$ cat config.mk
export PLATFORM = sky130hd
export DESIGN_NAME = display_bcd_seq
export DESIGN_NICKNAME = d
export VERILOG_FILES = /design/src/rtl/display_bcd_seq.sv
export SDC_FILE = /design/constraint.sdc
export NUM_CORES = 1
export LEC_CHECK = 0
export CAP_MARGIN = 20
export CORE_MARGIN = 2
export CORE_UTILIZATION = 56
export DETAILED_ROUTE_END_ITERATION = 7
export PLACE_DENSITY = 0.89
export SYNTH_ARGS = -nofsm -noshare
export SYNTH_HDL_FRONTEND = slang
export SYNTH_SLANG_ARGS = --single-unit
$ cat constraint.sdc
create_clock -name clk -period 3.2 [get_ports clk]
set_input_delay 0.8 -clock clk [delete_from_list [all_inputs] [get_ports clk]]
set_output_delay 0.8 -clock clk [all_outputs]
set_load 0.05 [all_outputs]
$ cat src/rtl/display_bcd_seq.sv
// Sequential binary-to-BCD seven-segment driver: double-dabble one bit per cycle,
// then a single registered update of all digit patterns with optional zero blanking.
//
// state | meaning
// IDLE  | ready for a new value, seg holds last result
// CONV  | shift-and-add-3, one input bit per cycle
// WRITE | encode digits into seg, pulse done
module display_bcd_seq #(
  parameter int p_in_nbits = 8,
  parameter int p_ndigits  = 3,
  parameter int p_blank    = 1
) (
  input  logic                     clk,
  input  logic                     rst,
  input  logic                     in_val,
  output logic                     in_rdy,
  input  logic [p_in_nbits-1:0]    in,
  output logic [7*p_ndigits-1:0]   seg,
  output logic                     done
);

  localparam int DW = 4 * p_ndigits;
  localparam int SW = 7 * p_ndigits;
  localparam int CW = $clog2(p_in_nbits) + 1;
  localparam logic [CW-1:0] LAST = CW'(p_in_nbits - 1);

  function automatic bit digits_fit(input int nbits, input int ndig);
    longint p10;
    longint p2;
    p10 = 1;
    p2  = 1;
    for (int i = 0; i < ndig; i++) p10 = p10 * 10;
    for (int i = 0; i < nbits; i++) p2 = p2 * 2;
    return p10 >= p2;
  endfunction

  generate
    if (!digits_fit(p_in_nbits, p_ndigits)) begin : g_bad_params
      $error("display_bcd_seq: p_ndigits too small for p_in_nbits");
    end
  endgenerate

  function automatic logic [6:0] enc(input logic [3:0] d);
    case (d)
      4'd0:    enc = 7'b1000000;
      4'd1:    enc = 7'b1111001;
      4'd2:    enc = 7'b0100100;
      4'd3:    enc = 7'b0110000;
      4'd4:    enc = 7'b0011001;
      4'd5:    enc = 7'b0010010;
      4'd6:    enc = 7'b0000010;
      4'd7:    enc = 7'b1111000;
      4'd8:    enc = 7'b0000000;
      4'd9:    enc = 7'b0010000;
      default: enc = 7'b1111111;
    endcase
  endfunction

  typedef enum logic [1:0] {IDLE, CONV, WRITE} state_t;

  state_t                 state;
  logic [p_in_nbits-1:0]  shift;
  logic [DW-1:0]          bcd;
  logic [DW-1:0]          adj;
  logic [CW-1:0]          cnt;
  logic [SW-1:0]          seg_next;
  logic                   zero_hi;
  logic [3:0]             dig;

  // Add-3 correction applied to every digit before the shift.
  always_comb begin
    adj = bcd;
    for (int k = 0; k < p_ndigits; k++) begin
      if (bcd[4*k +: 4] >= 4'd5) adj[4*k +: 4] = bcd[4*k +: 4] + 4'd3;
    end
  end

  // Walk from the top digit down; a digit blanks only while everything above it is zero.
  always_comb begin
    seg_next = '1;
    zero_hi  = 1'b1;
    dig      = '0;
    for (int k = p_ndigits - 1; k >= 0; k--) begin
      dig     = bcd[4*k +: 4];
      zero_hi = zero_hi && (dig == 4'd0);
      if ((p_blank != 0) && (k != 0) && zero_hi)
        seg_next[7*k +: 7] = 7'b1111111;
      else
        seg_next[7*k +: 7] = enc(dig);
    end
  end

  always_ff @(posedge clk) begin
    if (!rst) begin
      state  <= IDLE;
      seg    <= '1;
      done   <= 1'b0;
      in_rdy <= 1'b1;
      shift  <= '0;
      bcd    <= '0;
      cnt    <= '0;
    end else begin
      case (state)
        IDLE: begin
          done <= 1'b0;
          if (in_val && in_rdy) begin
            shift  <= in;
            bcd    <= '0;
            cnt    <= '0;
            in_rdy <= 1'b0;
            state  <= CONV;
          end
        end
        CONV: begin
          bcd   <= {adj[DW-2:0], shift[p_in_nbits-1]};
          shift <= shift << 1;
          cnt   <= cnt + 1'b1;
          if (cnt == LAST) state <= WRITE;
        end
        WRITE: begin
          seg    <= seg_next;
          done   <= 1'b1;
          in_rdy <= 1'b1;
          state  <= IDLE;
        end
        default: begin
          state  <= IDLE;
          in_rdy <= 1'b1;
          done   <= 1'b0;
        end
      endcase
    end
  end

endmodule

---- Word-level counts from Yosys, hierarchy flattened ----
Memories as Yosys holds them, arrays and structs flattened. A register that Yosys moved wholly into a read port is not among the register bits.
Cells that the tools add are included.
word-level totals
  memory bits (read-only) ................. 336
  output and inout port bits .............. 23
  register bits ........................... 49
  word-level logic and storage cells ...... 54
  input port bits ......................... 11
  memories ................................ 3
cells by class
  reduce and logical (&&, ||, !) cells .... 10
  equality and inequality tests ........... 5
  bitwise gates (word level) .............. 1
  add/subtract/negate cells ............... 4
  magnitude comparators ................... 3
  mux-type cells .......................... 21
memory list
  memory           depth  width  read ports  clocked after Yosys merged registers in  write ports  RTL line  text
  (no name shown)  16     7      1           1                                        0            44        case (d)
  (no name shown)  16     7      1           1                                        0            44
  (no name shown)  16     7      1           1                                        0            44
operators with widths
  operator                                                            count
  two-way mux 4 bit                                                   7
  case mux 12 bit (2 select lines)                                    1
  case mux 8 bit (2 select lines)                                     1
  two-way mux 7 bit                                                   2
  greater-or-equal comparator 4 x 3 -> 1 bit (second input constant)  3
  two-way mux 12 bit                                                  1
  adder 4 x 2 -> 4 bit (second input constant)                        2
  logical NOT 4 bit                                                   2
  two-way mux 8 bit                                                   1
  case mux 4 bit (2 select lines)                                     1
  AND reduction 2 bit                                                 3
  adder 4 x 1 -> 4 bit (second input constant)                        1
  equality test 4 x 3 -> 1 bit (second input constant)                1
  two-way mux 2 bit                                                   2
  inequality test 2 bit (second input constant)                       2
  case mux 1 bit (2 select lines)                                     2
  case mux 2 bit (2 select lines)                                     1
  adder 3 x 2 -> 3 bit (second input constant)                        1
  two-way mux 3 bit                                                   1
  equality test 2 x 1 -> 1 bit (second input constant)                1
  equality test 2 bit (second input constant)                         1
  logical AND 1 bit                                                   2
  logical NOT 2 bit                                                   1
  nonzero test 2 bit                                                  1
  other kinds (3)                                                     3

---- Longest topological paths before layout ----
Gate-level depths: netlist of the first run.
  depth in word-level cells ............... 5
  depth in mapped cells ................... 12
  gate-level depth less buffers ........... 12

---- Least setup slack after synthesis of the first run ----
No wires, ideal clock.
  path kind ............................... in2reg
  start ................................... in in_val
  end ..................................... reg with a tool-made name
  arrival time ............................ 2.494 ns
  slack ................................... 0.611 ns
  data required time ...................... 3.105 ns
  cell stages on the path ................. 10
  path buffers ............................ 2
  library setup time ...................... 0.095 ns
  path through ............................ a21oi_1 -> or2_1 -> buf_6 -> clkbuf_1 -> a2bb2oi_1 -> nor2_1 -> inv_1 -> ha_1 -> and3_1 -> a221oi_1
RTL lines
  what                RTL line  text
  start: declaration  15        input logic in_val,

==> results.md, run 1 <==
* I/O Buffers at 33
* Die height at slightly below 80 microns
* Worst min path class: reg2reg
* Slowest-stage cell, CP: clkdlybuf4s50_1
* Hold Buf Count CTS at 0
* Endpoints failing setup at 0
* Post-synth net total at just under 400
* Vias in the first global route at 2448
* Die width at 78.3 microns
* GRT overflow at 0
* CTS tree: done
* Postcts setup bufs at 0
* Layout Nets at 427
* Post-synth cell types at 51
* Multi-input gate area at 1650 sq um
* Root buf cell: clkbuf_8
* Hold slack at 0.447 ns
* First-pass GRT wire length at 11000 microns
* Antenna cells at 0
* Num CTS Buffers at 9
* Synth Cell Area at 3090 sq um
* Post-synthesis sequential area ratio at approximately two fifths
* Setup crit end kind: flip-flop
* Clock Skew at 0.00320 ns
* Most frequent cell after synthesis: dfxtp_1
* Initial core utilization at 57.1%
* Core Util, Final at 68.4%
* Drc violations at 0
* Gpl congestion at approximately 0.8
* Post-CTS Resized at 0
* F_max at 385 MHz
* Initial antenna violation count at 0
* #FFs+latches synth at 63
* Register area at approximately 1300 sq um
* Core area at 5410 sq um
* Pwr Density at 435 nW/um^2
* Detailed-route wire length per cell at 13.9 microns
* Syn Area/Cell at 8.55 sq um
* Max clock buf depth at 2
* Area share of the largest cell type after synthesis at 40.8%
* Final count of pins violating max slew at 0
* Total track usage at 22.7%
* Post-synth top area cell: dfxtp_1
* Setup CP Type: in2reg
* WP data arrival at 2.84 ns
* Slew @ Worst Pin at 0.676 ns
* Detailed Route WL at 6540 microns
* IO Pins at 34
* Worst-Skew Late Latency at 0.34 ns
* DR vias at 2657
* H-tree levels at 3
* Detailed Route Iter0 Violations at 117
* Setup crit start kind: primary input
* Synth Flop Type: dfxtp_1
* CP max FO at 4
* Relative slew slack at 54.9%
* P_leak at 1.51 nW
* Fill count at 450
* CP Cell Sequence: clkdlybuf4s50_1, a21oi_1, or2_1, a2bb2oi_1, nor2_1, inv_1, ha_1, and3_1, a221oi_1
* Peak supply drop at 0.310 mV
* Hold Fails Final Rpt at 0
* CTS sink cnt at 63
* Mapped Cells at 361
* Share of layout cells above drive strength 1 at 10.5%
* Status: finished, final reports clean
* Post-synth EDFFs at 0
* Routed Antenna Nets at 0
* Async SR Flop Fraction at 0%
* Full die area at ~6100 sq um
* Commonest cells in the netlist: 63 x dfxtp_1, 49 x nor2_1, 47 x nand2_1
* Clock period minus worst slack at 2.59 ns
* Top cells by area, synth: dfxtp_1 41%, ha_1 8.5%, nor2_1 6.0%
* Drt first pass iters at 5
* Unrepaired setup endpoints after global routing: no
* Synth-to-Final Area Change at 19.8%
* CTS clk-pin slew, worst paths at ~0.070 ns
* Core Rows at 27
* Vias per inst at 5.63
* WP data required at about 3.5 ns
* Maxcap violations at 0
* Final worst-path cycle share at 81.1%
* Ys Warns at 0
* Largest net degree at the start of global routing at 25
* Crit-path max cell delay at 0.49 ns
* Setup tns final at 0 ns
* Detailed-placement wirelength estimate at 4720 microns
-- stage by stage --
| stage | instances | power (mW) | area, sq um | worst slack (ns) |
|---|---|---|---|---|
| finish | 472 | 1.61 | 3700 | 0.605 |
| global route | 472 | 1.67 | 3700 | 0.387 |
| CTS | 472 | 1.62 | 3700 | 0.623 |
| detailed placement | 456 | 0.940 | 3500 | 0.267 |
| global placement | 456 | 0.935 | 3500 | 0.383 |
| floorplan | 361 | 0.902 | 3090 | 0.611 |
-- worst paths after layout --
kind | end | start | cells after the start | slack, ns
setup / recovery | flip-flop | in_val | 9 | 0.61
hold / removal | seg[8] | flip-flop | 2 | 0.45
setup reg to reg | flip-flop | bcd[0] | 11 | 0.64
hold reg to reg | seg[8] | flip-flop | 2 | 0.45
-- cells by family (layout without fill, tap and decap cells) --
group                      count (synthesis)  count (layout)  share of synthesized area [%]
AOI/OAI and AO/OA                         90              90                           22.0
xor gates and xnor gates                   3               3                          0.851
adders and majority gates                 21              21                           8.51
buffers and inverters                     43              82                           5.83
DFF                                       63              63                           40.8
muxes                                      4               4                           1.70
and+or+nand+nor                          137             137                           20.3
-- where the power goes --
group / internal (mW) / total, mW / switching [mW] / leakage [nW]
Clock: 0.379 / 0.685 / 0.306 / 0.0916
Sequential: 0.799 / 0.811 / 0.0126 / 0.511
Combinational: 0.0449 / 0.112 / 0.0676 / 0.906
Total: 1.22 / 1.61 / 0.386 / 1.51
-- critical path, delay by kind of cell --
family	cells	cell delay, ns
compound gates	3	0.61
simple gates	3	0.55
fa+ha+maj	1	0.25
buf+inv	2	0.61
-- final cells by class --
cell class,count,area share [%]
inverter,20,2.03
clock buffer,11,3.82
sequential,63,34.1
multi-input combinational,255,44.5
timing repair buffer,46,11.6
clock inverter,5,1.56
tap,72,2.43
-- placed cells by master, fill, tap and decap left out, drive strengths merged, types with 3 or more instances in the layout --
| master | count |
|---|---|
| xnor2 | 3 |
| o311ai | 4 |
| nand3 | 4 |
| clkinvlp | 3 |
| clkbuf | 11 |
| nor3 | 11 |
| dfxtp | 63 |
| o22ai | 12 |
| ha | 21 |
| a221oi | 4 |
| mux2i | 4 |
| inv | 20 |
| clkdlybuf4s50 | 33 |
| nor2 | 49 |
| a21oi | 19 |
| nand2b | 7 |
| nand2 | 48 |
| a311oi | 9 |
| nor4b | 3 |
| o21ai | 17 |
| buf | 13 |
| nor2b | 4 |
| a22oi | 8 |
-- metal layers --
metal	wire length [microns]	GRT usage [%]	share of wire [%]	up-vias
met4	114	10.7	1.7	0
met5	0	0	0	-
li1	-	-	-	1335
met1	2880	27.3	44	1219
met3	400	6.21	6.1	12
met2	3140	37.8	48	91
(Power assumes the default switching activity.)
==> run 2, diff against run 1 <==
Settings changed: CORE_UTILIZATION 56 to 51, PLACE_DENSITY 0.89 to 0.86.
Clock period 3.2 ns to 2.36 ns, I/O delays scaled along.
==> run 2 against run 1 <==
Net effect:
- register-to-register slack got worse by 0.55 ns
- via count rose by 4.5%
- worst setup slack got worse by 0.52 ns
- clock skew rose by 0.0031 ns
- largest cell class unchanged
- critical path type is now reg2reg
- worst hold slack got worse by 0.00094 ns
- sequential cell count did not move
- wire length rose by 7.7%
- utilization fell by 0.44 points
- clock power rose by 53%
- critical path depth rose by 3
- sequential share of layout area fell by 2.4 points
==> results.md, run 2 (synthesis results as in run 1) <==
* DR vias at 2777
* Routed Antenna Nets at 0
* Worst min path class: reg2reg
* Die width at 81.8 microns
* Full die area at 6690 sq um
* Detailed-route wire length per cell at 14.0 microns
* Worst-Skew Late Latency at 0.35 ns
* Hold Fails Final Rpt at 0
* Pwr Density at 577 nW/um^2
* Num CTS Buffers at 9
* Relative slew slack at 58.5%
* CTS tree: done
* Synth-to-Final Area Change at 29.6%
* Hold Buf Count CTS at 0
* WP data required at 2.59 ns
* Peak supply drop at 0.396 mV
* H-tree levels at 3
* Placed cells at 485
* Top routing layer in use: met4
* Share of layout cells above drive strength 1 at 19.4%
* Most common cell after layout, fill and taps aside: dfxtp_1
* Core Rows at 28
* Core area at 5890 sq um
* Clock period minus worst slack at 2.27 ns
* Fill count at 454
* Max clock buf depth at 2
* GRT overflow at 0
* Most frequent cells in the layout: 60 x dfxtp_1, 48 x nor2_1, 45 x nand2_1
* Detailed Route Iter0 Violations at ~110
* CP startpoint: bcd[9]
* Detailed-placement wirelength estimate at 4930 microns
* Wl on met1 at about 2900 microns
* Largest net degree at the start of global routing at 22
* I/O Buffers at 33
* Dpl ws at -0.277 ns
* Status: finished, final reports clean
* Initial core utilization at 52.5%
* Final worst-path cycle share at a little over nine tenths
* Die height at 81.8 microns
* F_max at 440 MHz
* Vias in the first global route at 2539
* Slew @ Worst Pin at just over 0.6 ns
* Setup crit start kind: flip-flop
* R2r startpoint: bcd[9]
* CP max FO at 4
* Final count of pins violating max slew at 0
* Maxcap violations at 0
* P_leak at 1.67 nW
* Clock Skew at 0.00628 ns
* Fin worst setup slack at between 0.08 and 0.09 ns
* Root buf cell: clkbuf_8
* Setup crit end kind: flip-flop
* Total track usage at a little under a quarter
* Initial antenna violation count at 0
* Drc violations at 0
* Met2 wire length at 3530 microns
* Drt first pass iters at 4
* First-pass GRT wire length at 11600 microns
* IO Pins at 34
* Gpl congestion at roughly 0.91
* CTS sink cnt at between 60 and 70
* Met3 Wirelength at 348 microns
* Detailed Route WL at about 7000 microns
* Vias per inst at 5.53
* CTS clk-pin slew, worst paths at 0.06 ns
* Endpoints failing setup at 0
* WP data arrival at 2.50 ns
* Layout Nets at 456
* Setup CP Type: reg2reg
* Final cell count without fillers at 502
* Antenna cells at 0
* Reg2reg setup slack at 0.09 ns
run 2: cell types whose count changed in the layout (fill, tap and decap cells not counted), moves of 2 or more:
cell and delta:
nand2_2 +2, clkinvlp_4 -2, dfxtp_2 +2, nand2_1 -2, dfxtp_1 -3, buf_4 +29
run 2: final timing paths:
check / cells past startpoint / to
worst max register to register: 12 / flip-flop
worst min-delay path: 2 / seg[7]
worst min register to register: 2 / seg[7]
worst max-delay path: 12 / flip-flop
run 2: layout make-up:
class	count	area (sq um)	share of cell area (%)
sequential	63	1270	31.7
timing repair buffer	75	646	16.1
clock buffer	11	151	3.78
inverter	20	75.1	1.88
tap	75	93.8	2.34
clock inverter	3	67.6	1.69
multi-input combinational	255	1700	42.5
run 2: per-stage QoR:
| step | instance area [sq um] | power [mW] | util (%) | setup TNS (ns) | hold WS [ns] |
|---|---|---|---|---|---|
| 2_1_floorplan | 3090 | 1.22 | - | 0 | 0.418 |
| 3_3_place_gp | 3700 | 1.28 | 62.9 | -2.07 | 0.422 |
| 3_5_place_dp | 3700 | 1.28 | 62.9 | -2.75 | 0.434 |
| 4_1_cts | 3930 | 2.32 | 66.8 | 0 | 0.445 |
| 5_1_grt | 4000 | 2.38 | 68.0 | -0.0446 | 0.468 |
| 6_report | 4000 | 2.31 | 68.0 | 0 | 0.446 |
run 2: worst max-delay path: stages (launching register included):
cell,delay [ns]
dfxtp_1,0.32
inv_1,0.12
ha_1,0.21
nand2b_1,0.19
a21o_1,0.23
xnor2_1,0.15
o22ai_2,0.12
and2_4,0.18
inv_1,0.07
buf_4,0.13
ha_1,0.19
o22ai_1,0.14
a21oi_1,0.10
run 2: report_power, final:
part	total, mW	leakage, nW	internal (mW)	switching (mW)
registers	1.10	0.512	1.08	0.0141
clock network	1.05	0.108	0.640	0.406
logic	0.166	1.05	0.0676	0.0984
total	2.31	1.67	1.79	0.518
run 2: repair_timing:
item | in CTS | in global routing
setup endpoints to repair | 1 | 13
pin swaps | 1 | 6
buffers inserted | 1 | 2
resized for setup | 1 | 14
run 2: per-layer routing:
metal	vias to the layer above	global-route usage (%)
met5	-	0
met4	0	12.0
met3	21	5.05
met2	77	37.7
met1	1288	27.2
li1	1391	-
